**config.mk**
```make
export PLATFORM = sky130hd
export DESIGN_NAME = timer_mc
export DESIGN_NICKNAME = d
export VERILOG_FILES = /design/src/rtl/timer_mc_pkg.sv /design/src/rtl/timer_mc_channel.sv /design/src/rtl/timer_mc.sv
export SDC_FILE = /design/constraint.sdc
export NUM_CORES = 1
export LEC_CHECK = 0
export BUFFER_PORTS_ARGS = -buffer_cell sky130_fd_sc_hd__buf_4
export CAP_MARGIN = 20
export CORE_UTILIZATION = 69
export CTS_BUF_LIST = sky130_fd_sc_hd__clkbuf_4 sky130_fd_sc_hd__clkbuf_8
export DETAILED_ROUTE_END_ITERATION = 10
export PLACE_DENSITY = 0.95
export SETUP_SLACK_MARGIN = 0.2
export SLEW_MARGIN = 20
export SYNTH_ARGS = -nofsm -noshare
export SYNTH_HDL_FRONTEND = slang
export SYNTH_SLANG_ARGS = --single-unit
```
**constraint.sdc**
```tcl
create_clock -name clk -period 4 [get_ports clk]
set_clock_uncertainty 0.05 [all_clocks]
set_input_delay 0.8 -clock clk [delete_from_list [all_inputs] [get_ports clk]]
set_output_delay 0.8 -clock clk [all_outputs]
set_load 0.02 [all_outputs]
```
**src/rtl/timer_mc_pkg.sv**
```systemverilog
// Shared constants for the multi-channel timer: register offsets, bit indices, channel FSM states.
package timer_mc_pkg;

    localparam logic [2:0] OFS_CNT0  = 3'd0;
    localparam logic [2:0] OFS_CNT1  = 3'd1;
    localparam logic [2:0] OFS_CNT2  = 3'd2;
    localparam logic [2:0] OFS_CNT3  = 3'd3;
    localparam logic [2:0] OFS_CTRL  = 3'd4;
    localparam logic [2:0] OFS_STAT  = 3'd5;
    localparam logic [2:0] OFS_PRESC = 3'd6;

    localparam int CTRL_EN   = 0;
    localparam int CTRL_PER  = 1;
    localparam int CTRL_IE   = 2;
    localparam int STAT_FLAG = 0;
    localparam int STAT_RUN  = 1;

    typedef enum logic {
        ST_IDLE = 1'b0,
        ST_RUN  = 1'b1
    } chan_state_e;

endpackage

```
**src/rtl/timer_mc_channel.sv**
```systemverilog
// One timer channel: reload/counter/shadow registers, control bits, W1C flag and IDLE/RUN FSM.
// Optional per-channel prescaler when TIMER_MC_PRESCALER_EN is defined.
module timer_mc_channel #(
    parameter int WIDTH = 16
) (
    input  logic       clk,
    input  logic       rst_n,
    input  logic       wr,
    input  logic       rd0,
    input  logic [2:0] ofs,
    input  logic [7:0] di,
    output logic [7:0] rdata,
    output logic       irq
);
    import timer_mc_pkg::*;

    localparam int NB = WIDTH / 8;
    localparam int SW = (WIDTH > 8) ? WIDTH - 8 : 1;

    logic [WIDTH-1:0] reload_q, reload_d, cnt_q, cnt_d;
    logic [SW-1:0]    shadow_q, shadow_d;
    logic             en_q, en_d, per_q, per_d, ie_q, ie_d, flag_q, flag_d;
    chan_state_e      state_q, state_d;
    logic             tick;
    logic [23:0]      sh_ext;

`ifdef TIMER_MC_PRESCALER_EN
    logic [7:0] presc_q, presc_d, psc_cnt_q, psc_cnt_d, psc_lim_q, psc_lim_d;
    // psc_lim holds the divider in force; new PRESC values are adopted only at a wrap
    assign tick = (state_q == ST_RUN) && (psc_cnt_q == psc_lim_q);
`else
    assign tick = (state_q == ST_RUN);
`endif

    always_comb begin
        reload_d = reload_q;
        cnt_d    = cnt_q;
        shadow_d = shadow_q;
        en_d     = en_q;
        per_d    = per_q;
        ie_d     = ie_q;
        flag_d   = flag_q;
        state_d  = state_q;
`ifdef TIMER_MC_PRESCALER_EN
        presc_d   = presc_q;
        psc_cnt_d = psc_cnt_q;
        psc_lim_d = psc_lim_q;
        if (state_q == ST_RUN) begin
            psc_cnt_d = tick ? 8'd0 : psc_cnt_q + 8'd1;
            if (tick) psc_lim_d = presc_q;
        end
`endif
        if (rd0) shadow_d = SW'(cnt_q >> 8);
        // clear is applied before expiry so a same-cycle expiry keeps FLAG set
        if (wr && ofs == OFS_STAT && di[STAT_FLAG]) flag_d = 1'b0;
        if (tick) begin
            if (cnt_q != WIDTH'(1)) begin
                cnt_d = cnt_q - WIDTH'(1);
            end else begin
                flag_d = 1'b1;
                if (per_q) begin
                    cnt_d = reload_q;
                end else begin
                    cnt_d   = '0;
                    en_d    = 1'b0;
                    state_d = ST_IDLE;
                end
            end
        end
        if (wr) begin
            case (ofs)
                OFS_CNT0, OFS_CNT1, OFS_CNT2, OFS_CNT3: begin
                    for (int b = 0; b < NB; b++)
                        if (ofs == 3'(b)) reload_d[8*b +: 8] = di;
                end
                OFS_CTRL: begin
                    per_d = di[CTRL_PER];
                    ie_d  = di[CTRL_IE];
                    if (di[CTRL_EN] && !en_q) begin
                        en_d    = 1'b1;
                        cnt_d   = reload_q;
                        state_d = ST_RUN;
`ifdef TIMER_MC_PRESCALER_EN
                        psc_cnt_d = 8'd0;
                        psc_lim_d = presc_q;
`endif
                    end else if (!di[CTRL_EN]) begin
                        en_d    = 1'b0;
                        cnt_d   = cnt_q;
                        state_d = ST_IDLE;
                    end
                end
`ifdef TIMER_MC_PRESCALER_EN
                OFS_PRESC: presc_d = di;
`endif
                default: ;
            endcase
        end
    end

    always_ff @(posedge clk or negedge rst_n) begin
        if (!rst_n) begin
            reload_q <= '0;
            cnt_q    <= '0;
            shadow_q <= '0;
            en_q     <= 1'b0;
            per_q    <= 1'b0;
            ie_q     <= 1'b0;
            flag_q   <= 1'b0;
            state_q  <= ST_IDLE;
        end else begin
            reload_q <= reload_d;
            cnt_q    <= cnt_d;
            shadow_q <= shadow_d;
            en_q     <= en_d;
            per_q    <= per_d;
            ie_q     <= ie_d;
            flag_q   <= flag_d;
            state_q  <= state_d;
        end
    end

`ifdef TIMER_MC_PRESCALER_EN
    always_ff @(posedge clk or negedge rst_n) begin
        if (!rst_n) begin
            presc_q   <= 8'd0;
            psc_cnt_q <= 8'd0;
            psc_lim_q <= 8'd0;
        end else begin
            presc_q   <= presc_d;
            psc_cnt_q <= psc_cnt_d;
            psc_lim_q <= psc_lim_d;
        end
    end
`endif

    assign sh_ext = 24'(shadow_q);

    always_comb begin
        rdata = 8'd0;
        case (ofs)
            OFS_CNT0: rdata = cnt_q[7:0];
            OFS_CNT1: rdata = (NB > 1) ? sh_ext[7:0]   : 8'd0;
            OFS_CNT2: rdata = (NB > 2) ? sh_ext[15:8]  : 8'd0;
            OFS_CNT3: rdata = (NB > 3) ? sh_ext[23:16] : 8'd0;
            OFS_CTRL: rdata = {5'd0, ie_q, per_q, en_q};
            OFS_STAT: rdata = {6'd0, state_q == ST_RUN, flag_q};
`ifdef TIMER_MC_PRESCALER_EN
            OFS_PRESC: rdata = presc_q;
`endif
            default:  rdata = 8'd0;
        endcase
    end

    assign irq = flag_q & ie_q;

endmodule

```
**src/rtl/timer_mc.sv**
```systemverilog
// Multi-channel down-counter timer on an 8-bit peripheral bus: channel decode, read mux, intr register.
// Define TIMER_MC_PRESCALER_EN to enable the per-channel 8-bit prescaler at offset 6.
module timer_mc #(
    parameter  int WIDTH    = 16,
    parameter  int CHANNELS = 2,
    localparam int AW       = $clog2(CHANNELS) + 3
) (
    input  logic          clk,
    input  logic          rst_n,
    input  logic [AW-1:0] AD,
    input  logic [7:0]    DI,
    output logic [7:0]    DO,
    input  logic          rw,
    input  logic          cs,
    output logic          intr
);
    import timer_mc_pkg::*;

    logic [AW-1:0]       ch_sel;
    logic [CHANNELS-1:0] ch_hit;
    logic [CHANNELS-1:0] ch_irq;
    logic [7:0]          ch_rdata [CHANNELS];
    logic                intr_q, intr_d;

    assign ch_sel = AD >> 3;

    generate
        for (genvar gi = 0; gi < CHANNELS; gi++) begin : g_ch
            assign ch_hit[gi] = (ch_sel == AW'(gi));
            timer_mc_channel #(.WIDTH(WIDTH)) u_ch (
                .clk   (clk),
                .rst_n (rst_n),
                .wr    (cs && !rw && ch_hit[gi]),
                .rd0   (cs && rw && ch_hit[gi] && AD[2:0] == OFS_CNT0),
                .ofs   (AD[2:0]),
                .di    (DI),
                .rdata (ch_rdata[gi]),
                .irq   (ch_irq[gi])
            );
        end
    endgenerate

    // unmapped channel numbers read as zero
    always_comb begin
        DO = 8'd0;
        for (int c = 0; c < CHANNELS; c++)
            if (ch_hit[c]) DO = ch_rdata[c];
    end

    assign intr_d = |ch_irq;

    always_ff @(posedge clk or negedge rst_n) begin
        if (!rst_n) intr_q <= 1'b0;
        else        intr_q <= intr_d;
    end

    assign intr = intr_q;

endmodule

```
==> flow_summary.json, run 1 <==
{
  "critPathKind": "in -> out",
  "ctsHoldBuffers": 0,
  "peakVddDrop_mv": 0.274,
  "fmax_mhz": 345,
  "setup_viol": 0,
  "grt_pass1_vias": 4242,
  "viasPerCell": 7.15,
  "synth_cells": 529,
  "finalHoldViolCount": 0,
  "cts_resized": 0,
  "drtIter0Drc": 616,
  "cpPeakStageDelay_ns": 0.29,
  "fp.dieH_um": 88.3,
  "multi_input_area_um2": 2700,
  "fillCellCount": 518,
  "syn_avg_cell_area_um2": 9.72,
  "worstPathMaxFanout": 19,
  "drt_drc_violations_left": 0,
  "worst_pin_slew_ns": 0.950,
  "ys_types": 62,
  "ant_nets": 0,
  "num_vias": 4571,
  "crit_required_ns": 3.15,
  "track_usage": 0.384,
  "maxSlewHeadroom": 0.364,
  "cts_buffer_depth": 2,
  "num_rows": 31,
  "synth_flop_cell": "dfrtp_1",
  "areaGrowthSynthToFinish_pct": 7.57,
  "end_kind": "output port",
  "dp.cells": 622,
  "worst_ep_arrival_time_ns": 2.05,
  "htree_levels": 3,
  "pin_count": 25,
  "power_mw": 2.98,
  "die_x_um": 88.3,
  "drtPass1Iterations": 6,
  "drv_cap": 0,
  "post_cts_buffers": 0,
  "start_kind": "input pin",
  "min_path_type": "in -> async",
  "rsz0062_at_grt": "false",
  "post-route-period-util": 0.724,
  "clk_pin_slew_ns": 0.10,
  "rr_startpoint": "g_ch[0].u_ch.cnt_q[1]$_DFFE_PN0P_",
  "drv_slew": 0,
  "stdcell_count": 639,
  "r2r_setup_slack_ns": 1.14,
  "layout.nets": 554,
  "core_area_um2": 7210,
  "wl_per_cell_um": 21.8,
  "synth.yosys.seq_area_share": 0.443,
  "async_flop_share": 1.00,
  "layout_common_cells": "91 x dfrtp_1, 50 x mux2_2, 42 x nand2_1, 41 x nor2_1, 35 x o21ai_0",
  "cts_buffers": 9,
  "r2r_cells": 8,
  "cts.sinks": 91,
  "leakage_nw": 2.29,
  "slowest_stage": "nor2b_1",
  "synth_seq_cells": 91,
  "cts_tree": "built",
  "regArea_um2": 2280,
  "status": "complete, no violations",
  "gp_congestion": 0.994,
  "fin_tns_setup_ns": 0,
  "grt_pass1_wl_um": 22300,
  "dieArea_um2": 7800,
  "start_util": 0.713,
  "grt_start_max_net_pins": 83,
  "io_buffers": 24,
  "min_period_ns": 2.90,
  "drive_gt1_frac": 0.200,
  "setup_ws_ns": 1.10,
  "syn-cell-area_um2": 5140,
  "routed_wl_um": 14000,
  "clkLatencyLatePin_ns": 0.37,
  "postSynthNetCount": 549,
  "pre_cts_slack_ns": 1.10,
  "synth_edf_count": 0,
  "r2r_end": "g_ch[0].u_ch.cnt_q[13]$_DFFE_PN0P_",
  "pwr_density_cell_nw_per_um2": 539,
  "worstPathCellList": "buf_4 -> nor2b_1 -> nand2b_1 -> o22ai_1 -> buf_4",
  "mostFrequentLayoutCell": "dfrtp_1",
  "grt-ovfl-total": 0,
  "yosys_warnings": 0,
  "timing.hold.ws_ns": 0.412,
  "hpwl_um": 9750,
  "crit_top_cell": "buf_4",
  "root_buffer": "clkbuf_8",
  "antenna_found_initial": 1
}
state kept, by name (all words and copies together), names as in the netlist:
name	flops
g_ch.u_ch.cnt_q	32
g_ch.u_ch.reload_q	32
g_ch.u_ch.shadow_q	16
g_ch.u_ch.en_q	2
g_ch.u_ch.flag_q	2
g_ch.u_ch.ie_q	2
g_ch.u_ch.per_q	2
g_ch.u_ch.state_q	2
intr	1
how the worst max path moves through the flow:
stage / slack (ns) / depth (start not counted) / from / end
2_1_floorplan: 0.82 / 5 / AD[3] / DO[3]
3_3_place_gp: 1.14 / 8 / AD[3] / g_ch[0].u_ch.cnt_q[6]$_DFFE_PN0P_
3_5_place_dp: 1.10 / 8 / AD[3] / g_ch[0].u_ch.cnt_q[12]$_DFFE_PN0P_
4_1_cts: 1.14 / 7 / AD[2] / DO[1]
5_1_grt: 0.95 / 7 / AD[2] / DO[1]
6_report: 1.10 / 5 / AD[0] / DO[4]
final cells by class:
| type | count | share of cell area |
|---|---|---|
| antenna | 1 | 0.000452 |
| clock buffer | 10 | 0.0249 |
| clock inverter | 6 | 0.00837 |
| inverter | 11 | 0.00747 |
| multi-input combinational | 394 | 0.487 |
| sequential | 91 | 0.412 |
| tap | 99 | 0.0224 |
| timing repair buffer | 27 | 0.0373 |
synthesized netlist by cell type, drive strengths merged, types with 3 or more instances:
| cell | number | area share |
|---|---|---|
| nor2b | 4 | 0.0063 |
| nand2b | 6 | 0.0078 |
| a31oi | 5 | 0.0061 |
| a22oi | 3 | 0.0044 |
| ha | 4 | 0.0097 |
| o21ai | 36 | 0.035 |
| or4 | 9 | 0.013 |
| xnor2 | 3 | 0.0051 |
| dfrtp | 91 | 0.44 |
| or3b | 3 | 0.0051 |
| a221o | 3 | 0.0058 |
| nor2 | 41 | 0.030 |
| nand3 | 8 | 0.0078 |
| a211oi | 6 | 0.0088 |
| inv | 11 | 0.0080 |
| clkbuf | 26 | 0.019 |
| buf | 7 | 0.0058 |
| a21oi | 31 | 0.030 |
| o211ai | 8 | 0.012 |
| nand4 | 3 | 0.0037 |
| nor3 | 27 | 0.027 |
| and2 | 4 | 0.0049 |
| o31ai | 6 | 0.0088 |
| mux2 | 50 | 0.11 |
| o22ai | 12 | 0.015 |
| and3 | 5 | 0.0061 |
| nor3b | 4 | 0.0058 |
| a311oi | 4 | 0.0068 |
| or3 | 5 | 0.0061 |
| nor4 | 9 | 0.011 |
| a31o | 3 | 0.0051 |
| nor4b | 5 | 0.0085 |
| nand2 | 42 | 0.031 |
| mux2i | 14 | 0.027 |
kinds of logic after synthesis:
logic type                 share of synthesized area
AOI/OAI and AO/OA                              0.171
xor gates and xnor gates                     0.00682
adders and majority gates                    0.00974
buffers and inverters                         0.0329
DFF                                            0.443
muxes                                          0.146
and+or+nand+nor                                0.191
worst max-delay path, delay by kind of cell:
kind	cells	cell delay, ns
AO/OA/AOI/OAI	1	0.29
buffers and inverters	2	0.40
AND/OR/NAND/NOR	2	0.55
metrics by stage:
step | utilization | area, um2
after floorplan | - | 5140
after CTS | 0.766 | 5520
after detailed placement | 0.740 | 5340
final | 0.767 | 5530
after global routing | 0.766 | 5530
after global placement | 0.740 | 5340
metal layers:
layer	up-vias	part of all wire	global-route usage
met4	0	0.031	0.176
met3	51	0.093	0.0606
met2	335	0.46	0.562
met1	2185	0.42	0.566
met5	-	0	0
li1	2000	-	-
power breakdown:
part / switching (mW) / total [mW] / internal [mW]
combinational: 0.449 / 0.846 / 0.397
clock: 0.356 / 0.605 / 0.249
sequential: 0.362 / 1.53 / 1.17
No activity file was read; power rests on OpenSTA's default activity.
==> run 2: changes to the inputs <==
--- a/config.mk
+++ b/config.mk
@@ -7,10 +7,10 @@
 export LEC_CHECK = 0
 export BUFFER_PORTS_ARGS = -buffer_cell sky130_fd_sc_hd__buf_4
 export CAP_MARGIN = 20
-export CORE_UTILIZATION = 69
+export CORE_UTILIZATION = 64
 export CTS_BUF_LIST = sky130_fd_sc_hd__clkbuf_4 sky130_fd_sc_hd__clkbuf_8
 export DETAILED_ROUTE_END_ITERATION = 10
-export PLACE_DENSITY = 0.95
+export PLACE_DENSITY = 0.9
 export SETUP_SLACK_MARGIN = 0.2
 export SLEW_MARGIN = 20
 export SYNTH_ARGS = -nofsm -noshare
==> constraint.sdc (replaced) <==
create_clock -name clk -period 3 [get_ports clk]
set_clock_uncertainty 0.05 [all_clocks]
set_input_delay 0.6 -clock clk [delete_from_list [all_inputs] [get_ports clk]]
set_output_delay 0.6 -clock clk [all_outputs]
set_load 0.02 [all_outputs]
==> run 2 against run 1 <==
Net effect:
- total power increased by 35%
- non-clock buffer count increased by 9
- sequential power is 33% higher
- die area increased by 7.6%
- worst hold slack worse by 0.21 ns
- largest cell class unchanged
- global-route usage fell by 3.2 points
- critical path depth up 3
- first-iteration DRC count shrank 28%
- via count shrank 1.3%
- cell count up 1.7%
- largest power group unchanged
- register-to-register slack got worse by 0.70 ns
- routed wire length rose by 1.1%
==> flow_summary.json, run 2 (synthesis gave the netlist of run 1 again) <==
{
  "status": "complete, no violations",
  "ant_nets": 0,
  "maxSlewHeadroom": 0.585,
  "drive_gt1_frac": 0.215,
  "antenna_found_initial": 0,
  "worstPathMaxFanout": 9,
  "leakage_nw": 2.36,
  "cts_resized": 0,
  "cts_buffers": 9,
  "setup_viol": 0,
  "cts_tree": "built",
  "grt_pass1_vias": 4177,
  "start_kind": "flop",
  "num_vias": 4512,
  "hpwl_um": 10100,
  "htree_levels": 3,
  "drv_slew": 0,
  "rr_startpoint": "g_ch[0].u_ch.cnt_q[1]$_DFFE_PN0P_",
  "worst_ep_arrival_time_ns": 2.76,
  "layout.nets": 563,
  "top_regs": "g_ch.u_ch.cnt_q x32, g_ch.u_ch.reload_q x32, g_ch.u_ch.shadow_q x16",
  "cts.sinks": 91,
  "areaGrowthSynthToFinish_pct": 9.42,
  "clk_pin_slew_ns": 0.09,
  "slowest_stage": "or4_4",
  "die_x_um": 91.6,
  "ctsHoldBuffers": 0,
  "worstPathCellList": "inv_1 -> ha_1 -> or3b_2 -> or4_4 -> nand2b_2 -> a31o_2 -> a21oi_1 -> a311oi_1",
  "gp_congestion": 0.983,
  "track_usage": 0.352,
  "fp.dieH_um": 91.6,
  "routed_wl_um": 14100,
  "finalHoldViolCount": 0,
  "mostFrequentLayoutCell": "dfrtp_1",
  "r2r_cells": 8,
  "drtPass1Iterations": 5,
  "min_period_ns": 2.56,
  "num_antenna_cells": 0,
  "min_path_type": "in -> async",
  "viasPerCell": 6.94,
  "layout_common_cells": "91 x dfrtp_1, 50 x mux2_2, 42 x nand2_1, 41 x nor2_1",
  "core_area_um2": 7770,
  "cpPeakStageDelay_ns": 0.62,
  "dieArea_um2": 8400,
  "drv_cap": 0,
  "start_util": 0.662,
  "r2r_setup_slack_ns": 0.44,
  "fmax_mhz": 391,
  "post_cts_buffers": 0,
  "drt_drc_violations_left": 0,
  "num_rows": 32,
  "grt-ovfl-total": 0,
  "io_buffers": 24,
  "grt_pass1_wl_um": 22500,
  "power_mw": 4.02,
  "wl_per_cell_um": 21.7,
  "pin_count": 25,
  "r2r_end": "g_ch[0].u_ch.cnt_q[15]$_DFFE_PN0P_",
  "clkLatencyLatePin_ns": 0.36,
  "post-route-period-util": 0.852,
  "crit_required_ns": 3.21,
  "peakVddDrop_mv": 0.454,
  "cts_buffer_depth": 2,
  "root_buffer": "clkbuf_8",
  "drtIter0Drc": 444,
  "critPathKind": "reg -> reg",
  "rsz0062_at_grt": "false",
  "fin_tns_setup_ns": 0,
  "end_kind": "flop",
  "grt_start_max_net_pins": 48,
  "worst_pin_slew_ns": 0.617,
  "pwr_density_cell_nw_per_um2": 715
}
## run 2: worst max-delay path, delay by kind of cell, from the launching register on
family                   cells  cell delay, ns
AND/OR/NAND/NOR              3            1.25
AO/OA/AOI/OAI                3            0.46
flip-flops                   1            0.41
adder cells (fa/ha/maj)      1            0.17
buffers and inverters        1            0.12
## run 2: final cells by class
cell class                 count  area [um2]
clock buffer                  12         146
clock inverter                 4        51.3
fill                         593        2140
inverter                      11        41.3
multi-input combinational    394        2700
sequential                    91        2280
tap                          102         128
timing repair buffer          36         283
## run 2: worst max path at each step
stage	startpoint	to	slack [ns]	cells past startpoint
after floorplan	AD[3]	DO[3]	0.22	5
after global placement	g_ch[0].u_ch.cnt_q[4]$_DFFE_PN0P_	g_ch[0].u_ch.cnt_q[12]$_DFFE_PN0P_	0.41	5
after detailed placement	AD[1]	g_ch[0].u_ch.cnt_q[13]$_DFFE_PN0P_	0.36	7
after CTS	g_ch[0].u_ch.cnt_q[1]$_DFFE_PN0P_	g_ch[0].u_ch.cnt_q[15]$_DFFE_PN0P_	0.33	8
after global routing	g_ch[1].u_ch.cnt_q[2]$_DFFE_PN0P_	g_ch[1].u_ch.cnt_q[10]$_DFFE_PN0P_	0.25	6
final	g_ch[0].u_ch.cnt_q[1]$_DFFE_PN0P_	g_ch[0].u_ch.cnt_q[15]$_DFFE_PN0P_	0.44	8
## run 2: per-layer routing
| metal | up-vias | track usage | wire, um |
|---|---|---|---|
| met5 | - | 0 | 0 |
| met2 | 284 | 0.511 | 6280 |
| met1 | 2186 | 0.527 | 6050 |
| met4 | 0 | 0.122 | 384 |
| li1 | 2006 | - | - |
| met3 | 36 | 0.0738 | 1400 |
## run 2: stage by stage
step | area [um2] | std cells | setup WS [ns] | utilization | hold slack [ns]
after floorplan | 5140 | 529 | 0.221 | - | 0.254
after global placement | 5420 | 634 | 0.410 | 0.698 | 0.421
after detailed placement | 5420 | 634 | 0.363 | 0.698 | 0.426
after CTS | 5620 | 650 | 0.334 | 0.724 | 0.212
after global routing | 5630 | 650 | 0.255 | 0.724 | 0.244
final | 5630 | 650 | 0.443 | 0.724 | 0.203
## run 2: power by group
group,internal (mW),switching (mW),total (mW)
clock network,0.414,0.424,0.838
registers,1.56,0.480,2.04
logic,0.546,0.603,1.15
total,2.52,1.51,4.02
==> run 3: changes to the inputs <==
--- a/config.mk
+++ b/config.mk
@@ -5,12 +5,13 @@
 export SDC_FILE = /design/constraint.sdc
 export NUM_CORES = 1
 export LEC_CHECK = 0
+export ABC_AREA = 1
 export BUFFER_PORTS_ARGS = -buffer_cell sky130_fd_sc_hd__buf_4
 export CAP_MARGIN = 20
 export CORE_UTILIZATION = 64
 export CTS_BUF_LIST = sky130_fd_sc_hd__clkbuf_4 sky130_fd_sc_hd__clkbuf_8
 export DETAILED_ROUTE_END_ITERATION = 10
-export PLACE_DENSITY = 0.9
+export PLACE_DENSITY = 0.89
 export SETUP_SLACK_MARGIN = 0.2
 export SLEW_MARGIN = 20
 export SYNTH_ARGS = -nofsm -noshare
==> run 3 against run 2 <==
Net effect:
- register-to-register slack better by 0.34 ns
- clock-buffer cell count down 3
- first-iteration DRC count up 35%
- sequential share of layout area down 3.8 points
- critical path type is now reg -> out
- largest cell class unchanged
- largest power group unchanged
==> flow_summary.json, run 3 <==
{
  "core_area_um2": 8720,
  "start_kind": "flop",
  "fp.dieH_um": 97.0,
  "use_met1": 0.530,
  "ctsHoldBuffers": 0,
  "worst_pin_slew_ns": 0.668,
  "grt_start_max_net_pins": 47,
  "final_util": 0.712,
  "postSynthNetCount": 858,
  "status": "complete, no violations",
  "routed_wl_um": 16800,
  "layout_common_cells": "295 x nand2_1, 91 x dfrtp_1, 84 x inv_1, 75 x o21ai_0, 68 x nor2_1",
  "synth_top_area_frac": 0.395,
  "yosysTopAreaCell": "dfrtp_1",
  "root_buffer": "clkbuf_8",
  "post-route-period-util": 0.837,
  "use_met3": 0.0947,
  "min_period_ns": 2.51,
  "post_cts_buffers": 0,
  "track_usage": 0.371,
  "start_util": 0.662,
  "dp.cells": 951,
  "synth_flop_cell": "dfrtp_1",
  "pre_cts_slack_ns": 0.577,
  "worstPathMaxFanout": 17,
  "finalHoldViolCount": 0,
  "drtIter0Drc": 600,
  "drtPass1Iterations": 7,
  "drive_gt1_frac": 0.107,
  "design_area_um2": 6210,
  "mostFrequentLayoutCell": "nand2_1",
  "top_regs": "g_ch.u_ch.cnt_q x32, g_ch.u_ch.reload_q x32, g_ch.u_ch.shadow_q x16",
  "syn_avg_cell_area_um2": 6.89,
  "async_flop_share": 1.00,
  "setup_ws_ns": 0.488,
  "synth.most_common_cell": "nand2_1",
  "fmax_mhz": 398,
  "drv_slew": 0,
  "power_mw": 4.50,
  "ant_nets": 0,
  "synth_seq_cells": 91,
  "end_kind": "output port",
  "num_vias": 5858,
  "grt-ovfl-total": 0,
  "synthTopCellsByCount": "295 x nand2_1, 91 x dfrtp_1, 84 x inv_1",
  "drt_drc_violations_left": 0,
  "grt_pass1_vias": 5525,
  "dieArea_um2": 9400,
  "regArea_um2": 2280,
  "peakVddDrop_mv": 0.520,
  "timing.hold.ws_ns": 0.188,
  "fin_tns_setup_ns": 0,
  "drv_cap": 0,
  "hpwl_um": 12500,
  "synth_edf_count": 0,
  "crit_required_ns": 2.35,
  "grt_most_used_layer": "met2",
  "multi_input_area_um2": 2980,
  "synth_area_leaders": "dfrtp_1 39%, nand2_1 19%, o21ai_0 6.5%, inv_1 5.5%, nand3_1 5.0%",
  "leakage_nw": 3.14,
  "stdcell_count": 967,
  "synth.yosys.seq_area_share": 0.395,
  "num_antenna_cells": 0,
  "maxSlewHeadroom": 0.555,
  "cts_buffer_depth": 2,
  "clkLatencyLatePin_ns": 0.37,
  "io_buffers": 24,
  "layout.nets": 874,
  "areaGrowthSynthToFinish_pct": 7.57,
  "cts.sinks": 91,
  "htree_levels": 3,
  "gp_congestion": 0.979,
  "grt_pass1_wl_um": 27600,
  "antenna_found_initial": 0,
  "clk_pin_slew_ns": 0.10,
  "met2_usage": 0.539,
  "ys_types": 35,
  "synth_cells": 838,
  "setup_viol": 0,
  "pin_count": 25,
  "cts_tree": "built",
  "num_rows": 34,
  "critPathKind": "reg -> out",
  "placed_area_um2": 5990,
  "cts_resized": 0,
  "worst_ep_arrival_time_ns": 1.86,
  "cts_buffers": 9,
  "rsz0062_at_grt": "false",
  "yosys_warnings": 0,
  "fillCellCount": 713,
  "die_x_um": 97.0,
  "pwr_density_cell_nw_per_um2": 725,
  "wl_per_cell_um": 17.4,
  "syn-cell-area_um2": 5770,
  "viasPerCell": 6.06,
  "min_path_type": "in -> async"
}
==> run 3: per-layer routing <==
| metal | vias to the layer above | routed length, um |
|---|---|---|
| met5 | - | 0 |
| met4 | 0 | 530 |
| met3 | 41 | 2190 |
| met2 | 362 | 7130 |
| met1 | 2724 | 6950 |
| li1 | 2731 | - |
==> run 3: layout make-up <==
type,count,area share
flip-flops and latches,91,0.367
repair buffers,33,0.0419
clock buffers,9,0.0200
multi-input cells,628,0.480
inverters,91,0.0550
clock inverters,7,0.0149
well taps,108,0.0218
==> run 3: power breakdown <==
group | switching, mW | internal (mW)
clock network | 0.501 | 0.409
logic | 1.01 | 0.517
registers | 0.495 | 1.58
==> run 3: critical path, cell delays in order, from the launching register on <==
cell and delay (ns):
dfrtp_1 0.79, inv_1 0.15, o22ai_1 0.23, o21ai_0 0.11
nand2_1 0.09, buf_4 0.14
==> run 3: kinds of logic after synthesis <==
group	synth area share
buffers and inverters	0.0895
AO/OA/AOI/OAI	0.133
flip-flops	0.395
multiplexers	0.00195
XOR/XNOR	0.00304
AND/OR/NAND/NOR	0.369
adder cells (fa/ha/maj)	0.00867
==> run 3: final timing paths <==
check / from / endpoint / slack [ns] / cells past startpoint
hold reg to reg: g_ch[0].u_ch.reload_q[0]$_DFFE_PN0P_ / g_ch[0].u_ch.reload_q[0]$_DFFE_PN0P_ / 0.44 / 2
max in group asynchronous: rst_n / g_ch[0].u_ch.flag_q$_DFF_PN0_ / 2.00 / 2
setup reg to reg: g_ch[0].u_ch.cnt_q[1]$_DFFE_PN0P_ / g_ch[0].u_ch.cnt_q[4]$_DFFE_PN0P_ / 0.78 / 9
setup / recovery: g_ch[0].u_ch.state_q$_DFF_PN0_ / DO[1] / 0.49 / 5
hold / removal: rst_n / g_ch[1].u_ch.shadow_q[7]$_DFFE_PN0P_ / 0.19 / 1
min in group clk: DI[3] / g_ch[1].u_ch.reload_q[3]$_DFFE_PN0P_ / 0.40 / 3
